**src/rtl/cache_bus_axi_bridge_pkg.sv**
```systemverilog
// Shared cache-bus types plus the AXI encodings and bridge state used by the bus bridge.
package cache_bus_axi_bridge_pkg;

  typedef struct packed {
    logic        valid;
    logic        write;
    logic [3:0]  burst_size;
    logic        cached;
    logic [1:0]  data_size;
    logic [31:0] addr;
    logic        data_ok;
    logic        data_last;
    logic [3:0]  data_strobe;
    logic [31:0] w_data;
  } cache_bus_req_t;

  typedef struct packed {
    logic        ready;
    logic        data_ok;
    logic        data_last;
    logic [31:0] r_data;
  } cache_bus_resp_t;

  localparam logic [1:0] AXI_BURST_INCR      = 2'b01;
  localparam logic [1:0] AXI_RESP_OKAY       = 2'b00;
  localparam logic [3:0] CACHED_ATTR_DEFAULT = 4'b1111;

  typedef enum logic [5:0] {
    IDLE  = 6'b000001,
    RADDR = 6'b000010,
    RDATA = 6'b000100,
    WADDR = 6'b001000,
    WDATA = 6'b010000,
    WRESP = 6'b100000
  } bridge_state_e;

endpackage

```
**src/rtl/cache_bus_axi_bridge.sv**
```systemverilog
// Cache-bus responder that turns each accepted request into one AXI4 INCR burst.
module cache_bus_axi_bridge
  import cache_bus_axi_bridge_pkg::*;
#(
  parameter int unsigned         ID_WIDTH    = 4,
  parameter logic [ID_WIDTH-1:0] ID_VALUE    = '0,
  parameter logic [3:0]          CACHED_ATTR = CACHED_ATTR_DEFAULT
) (
  input  logic                clk,
  input  logic                rst,
  input  cache_bus_req_t      bus_req_i,
  output cache_bus_resp_t     bus_resp_o,
  output logic                err_o,
  output logic                arvalid_o,
  input  logic                arready_i,
  output logic [31:0]         araddr_o,
  output logic [7:0]          arlen_o,
  output logic [2:0]          arsize_o,
  output logic [1:0]          arburst_o,
  output logic [3:0]          arcache_o,
  output logic [ID_WIDTH-1:0] arid_o,
  input  logic                rvalid_i,
  output logic                rready_o,
  input  logic [31:0]         rdata_i,
  input  logic                rlast_i,
  input  logic [1:0]          rresp_i,
  input  logic [ID_WIDTH-1:0] rid_i,
  output logic                awvalid_o,
  input  logic                awready_i,
  output logic [31:0]         awaddr_o,
  output logic [7:0]          awlen_o,
  output logic [2:0]          awsize_o,
  output logic [1:0]          awburst_o,
  output logic [3:0]          awcache_o,
  output logic [ID_WIDTH-1:0] awid_o,
  output logic                wvalid_o,
  input  logic                wready_i,
  output logic [31:0]         wdata_o,
  output logic [3:0]          wstrb_o,
  output logic                wlast_o,
  input  logic                bvalid_i,
  output logic                bready_o,
  input  logic [1:0]          bresp_i
);

  bridge_state_e state_q, state_d;
  logic [31:0]   addr_q;
  logic [7:0]    len_q;
  logic [7:0]    beat_q;
  logic [2:0]    size_q;
  logic [3:0]    cache_q;
  logic          err_q;
  logic          r_hs, w_hs, b_hs, wlast;
  logic          unused_rid;

  assign unused_rid = ^rid_i;

  assign r_hs  = (state_q == RDATA) && rvalid_i && bus_req_i.data_ok;
  assign w_hs  = (state_q == WDATA) && wready_i && bus_req_i.data_ok;
  assign b_hs  = (state_q == WRESP) && bvalid_i;
  assign wlast = (state_q == WDATA) && (beat_q == len_q);

  // State register
  always_ff @(posedge clk or posedge rst) begin
    if (rst) state_q <= IDLE;
    else     state_q <= state_d;
  end

  // Request latch, write beat counter and sticky error flag
  always_ff @(posedge clk or posedge rst) begin
    if (rst) begin
      addr_q  <= '0;
      len_q   <= '0;
      size_q  <= '0;
      cache_q <= '0;
      beat_q  <= '0;
      err_q   <= 1'b0;
    end else begin
      if (state_q == IDLE && bus_req_i.valid) begin
        addr_q  <= bus_req_i.addr;
        len_q   <= {4'b0000, bus_req_i.burst_size};
        size_q  <= {1'b0, bus_req_i.data_size};
        cache_q <= bus_req_i.cached ? CACHED_ATTR : 4'b0000;
      end
      if (state_q == WADDR && awready_i) beat_q <= '0;
      else if (w_hs)                     beat_q <= beat_q + 8'd1;
      if ((w_hs && (bus_req_i.data_last != wlast)) ||
          (r_hs && (rresp_i != AXI_RESP_OKAY)) ||
          (b_hs && (bresp_i != AXI_RESP_OKAY)))
        err_q <= 1'b1;
    end
  end

  // Next-state logic
  always_comb begin
    state_d = state_q;
    unique case (state_q)
      IDLE:    if (bus_req_i.valid) state_d = bus_req_i.write ? WADDR : RADDR;
      RADDR:   if (arready_i) state_d = RDATA;
      RDATA:   if (r_hs && rlast_i) state_d = IDLE;
      WADDR:   if (awready_i) state_d = WDATA;
      WDATA:   if (w_hs && wlast) state_d = WRESP;
      WRESP:   if (bvalid_i) state_d = IDLE;
      default: state_d = IDLE;
    endcase
  end

  // Cache-bus response; ready is masked by rst so nothing is accepted while reset is asserted
  always_comb begin
    bus_resp_o       = '0;
    bus_resp_o.ready = (state_q == IDLE) && !rst;
    if (state_q == RDATA) begin
      bus_resp_o.data_ok   = r_hs;
      bus_resp_o.data_last = rlast_i;
      bus_resp_o.r_data    = rdata_i;
    end else if (state_q == WDATA) begin
      bus_resp_o.data_ok = w_hs;
    end
  end

  assign arvalid_o = (state_q == RADDR);
  assign araddr_o  = addr_q;
  assign arlen_o   = len_q;
  assign arsize_o  = size_q;
  assign arburst_o = AXI_BURST_INCR;
  assign arcache_o = cache_q;
  assign arid_o    = ID_VALUE;

  assign rready_o  = (state_q == RDATA) && bus_req_i.data_ok;

  assign awvalid_o = (state_q == WADDR);
  assign awaddr_o  = addr_q;
  assign awlen_o   = len_q;
  assign awsize_o  = size_q;
  assign awburst_o = AXI_BURST_INCR;
  assign awcache_o = cache_q;
  assign awid_o    = ID_VALUE;

  assign wvalid_o  = (state_q == WDATA) && bus_req_i.data_ok;
  assign wdata_o   = bus_req_i.w_data;
  assign wstrb_o   = bus_req_i.data_strobe;
  assign wlast_o   = wlast;

  assign bready_o  = (state_q == WRESP);

  assign err_o     = err_q;

endmodule

```
**config.mk**
```make
export PLATFORM = sky130hd
export DESIGN_NAME = cache_bus_axi_bridge
export DESIGN_NICKNAME = d
export VERILOG_FILES = /design/src/rtl/cache_bus_axi_bridge_pkg.sv /design/src/rtl/cache_bus_axi_bridge.sv
export SDC_FILE = /design/constraint.sdc
export NUM_CORES = 1
export LEC_CHECK = 0
export BUFFER_PORTS_ARGS = -buffer_cell sky130_fd_sc_hd__buf_2
export CORE_AREA = 2 2 120 122
export DETAILED_ROUTE_END_ITERATION = 10
export DIE_AREA = 0 0 122 124
export HOLD_SLACK_MARGIN = 0.15
export PLACE_DENSITY = 0.57
export SLEW_MARGIN = 25
export SYNTH_ARGS = -nofsm -noshare
export SYNTH_HDL_FRONTEND = slang
export SYNTH_SLANG_ARGS = --single-unit
```
**constraint.sdc**
```tcl
create_clock -name clk -period 2.3 [get_ports clk]
set_input_delay 0.23 -clock clk [delete_from_list [all_inputs] [get_ports clk]]
set_output_delay 0.23 -clock clk [all_outputs]
set_load 0.05 [all_outputs]
```
==> impl_metrics.toml <==
[grt]
grt-ovfl-total = 0
grt_pass1_wl_mm = 13.3
grt_pass1_vias = 2705
grtUsageTotal = 0.113
antenna_found_initial = 0
grt_max_degree = 55

[clock_tree]
clockBufferDepth = 2
cts-buffers-inserted = 5
clk-insertion-delay-late_ns = 0.29
clockRootBuffer = "clkbuf_16"
cts_tree = "yes"
htreeDepth = 2
path_clk_slew_ns = 0.07
postCtsSetupBuffers = 0
clock-sinks = 54

[timing]
setup_viol = 0
fin_crit_ns = 2.20
fmax_mhz = 454
hold_violations = 0
drv_slew = 0
clock_skew_ns = 0.0112
max_slew_margin = 0.538
post-route-period-util = 0.957
worst_slew_pin_slew_ns = 0.693

[yosys]
synth_seq_area_share = 0.394
yosys.area.top_type_share = 0.386
synth_area_sq_um = 3430
synth-main-ff-cell = "dfrtp_1"
post-synth-top-count-cell = "buf_4"
synthCells = 335
ys_seq_elements = 54
syn_area_per_cell_sq_um = 10.3
synthMuxAreaShare = 0.128
synthTopCellsByArea = "dfrtp_1 39%, buf_4 23%, mux2_1 13%"
synth-compound-area-share = 0.0466
synthTopCellsByCount = "103 x buf_4, 53 x dfrtp_1, 39 x mux2_1"
synthSimpleGateAreaFrac = 0.163
async_reset_ff_frac = 1.00
synthDistinctLibCells = 45
synth.largest_area_cell = "dfrtp_1"
synthXorXnorAreaFrac = 0.0179
synth_edf_count = 0
synth_warnings = 0
synth_fa_ha_area_frac = 0.00364
synth_top_family_by_area = "buffers and inverters"

[drt]
num_vias = 2847
drt-initial-drc-count = 87
wirelength_mm = 9.11
ant_nets = 0
wl_per_cell_um = 13.5
drt_first_pass_iters = 4
via_per_inst = 4.21
drc = 0

[layout]
drive_gt1_frac = 0.485
fillerInstances = 1405
utilization = 0.333
multi_input_area_sq_um = 1350
area_growth_pct = 33.0
nNetsFinal = 624
regArea_sq_um = 1350
fin_cells = 677
diodes = 0

[min_path]
hold_path_class = "primary input to flip-flop"
min-delay-start = "bus_req_i[57]"

[place]
dpl.cell_count = 639
dpl.hpwl_mm = 7.11
port_buffers = 212
gp_congestion = 0.785

[die]
die_h_um = 124
core_sq_um = 13700
row_count = 43
die_x_um = 122
die_area_sq_um = 15100
initial_core_util = 0.250
ios = 311

[setup_path]
end_kind = "output port"
r2r-start = "state_q[5]"
arrival_ns = 1.97
startpoint = "state_q[5]"
crit_type = "flip-flop to output port"
cp_data_required_time_ns = 2.07
crit_path_max_fanout = 37
start_kind = "flip-flop"

[power]
irDropWorstVdd_uv = 669
p_leak_nw = 2.36
p_per_area_nw_per_um2 = 1660

[outcome]
status = "finished, final reports clean"

[flow_run]
cap_violations = 0
-- cells in the final DEF, fill, tap and decap left out, types with 3 or more instances in the layout --
| cell type | count |
|---|---|
| a211oi_1 | 3 |
| a21oi_1 | 4 |
| and2_1 | 38 |
| and3_1 | 3 |
| buf_12 | 3 |
| buf_2 | 209 |
| buf_4 | 4 |
| clkbuf_16 | 5 |
| conb_1 | 22 |
| dfrtp_1 | 52 |
| dlygate4sd3_1 | 30 |
| inv_1 | 4 |
| mux2_1 | 39 |
| nand2_1 | 9 |
| nand3_1 | 4 |
| nand4_1 | 3 |
| nor2_1 | 4 |
| nor2b_1 | 4 |
| nor4_2 | 3 |
| o21ai_0 | 4 |
| xnor2_1 | 6 |
-- timing repair --
action,in CTS,in global routing
resized for setup,2,5
endpoints found under the setup margin,35,36
endpoints found under the hold margin,26,3
hold buffers,27,3
-- stage by stage --
stage                     TNS [ns]  hold WS, ns  power [W]  setup WS, ns  instance area [sq um]
after CTS                        0        0.150    0.00768        0.0107                   4520
after floorplan                  0        0.319    0.00631        0.0659                   3520
after global routing      -0.00755        0.151    0.00801      -0.00755                   4570
final                            0        0.159    0.00760        0.0982                   4570
after detailed placement         0        0.447    0.00673         0.250                   4070
after global placement           0        0.443    0.00669         0.322                   4070
-- logic make-up after synthesis --
family	after synthesis
compound gates	23
fa+ha+maj	1
other cells	2
flops	54
mux	39
xor+xnor	7
buf+inv	119
simple gates	90
-- routing by layer --
metal,vias to the layer above,track usage,routed length [um]
met4,0,0.0366,105
met5,-,0,0
li1,1324,-,-
met1,1316,0.114,3350
met2,201,0.223,4730
met3,6,0.0302,925
-- flip-flops by register name, summed over array words and instances (netlist names) --
name	cells
err_o	1
arlen_o	4
state_q	6
beat_q	8
araddr_o	32
arcache_o	1
arsize_o	2
-- worst max-delay path, cell delays in order (launching register included) --
cell and delay (ns):
dfrtp_2 0.48, nor4_4 0.35, and3b_1 0.26, buf_12 0.18, and2_1 0.14, buf_2 0.26
-- worst paths after layout --
kind,cells after the start,end,slack [ns]
setup / recovery,5,bus_resp_o[8],0.1
hold / removal,2,araddr_o[19],0.16
setup reg to reg,6,state_q[1],0.20
hold reg to reg,1,araddr_o[10],0.51
max in group asynchronous,3,state_q[5],1.64
min in group asynchronous,3,arsize_o[1],0.18
-- area by class of cell --
cell class / count / share of cell area
clock inverters: 2 / 0.00821
well taps: 180 / 0.0493
multi-input cells: 182 / 0.296
clock buffers: 6 / 0.0282
flip-flops and latches: 54 / 0.296
repair buffers: 248 / 0.318
inverters: 5 / 0.00411
-- power by group --
group / switching (W) / leakage [nW] / total, W / internal, W
Sequential: 0.000360 / 0.660 / 0.00173 / 0.00137
Clock: 0.000335 / 0.0771 / 0.000850 / 0.000514
Combinational: 0.00385 / 1.62 / 0.00502 / 0.00117
Total: 0.00455 / 2.36 / 0.00760 / 0.00305
Note: power is estimated with default switching activity, not from simulation.
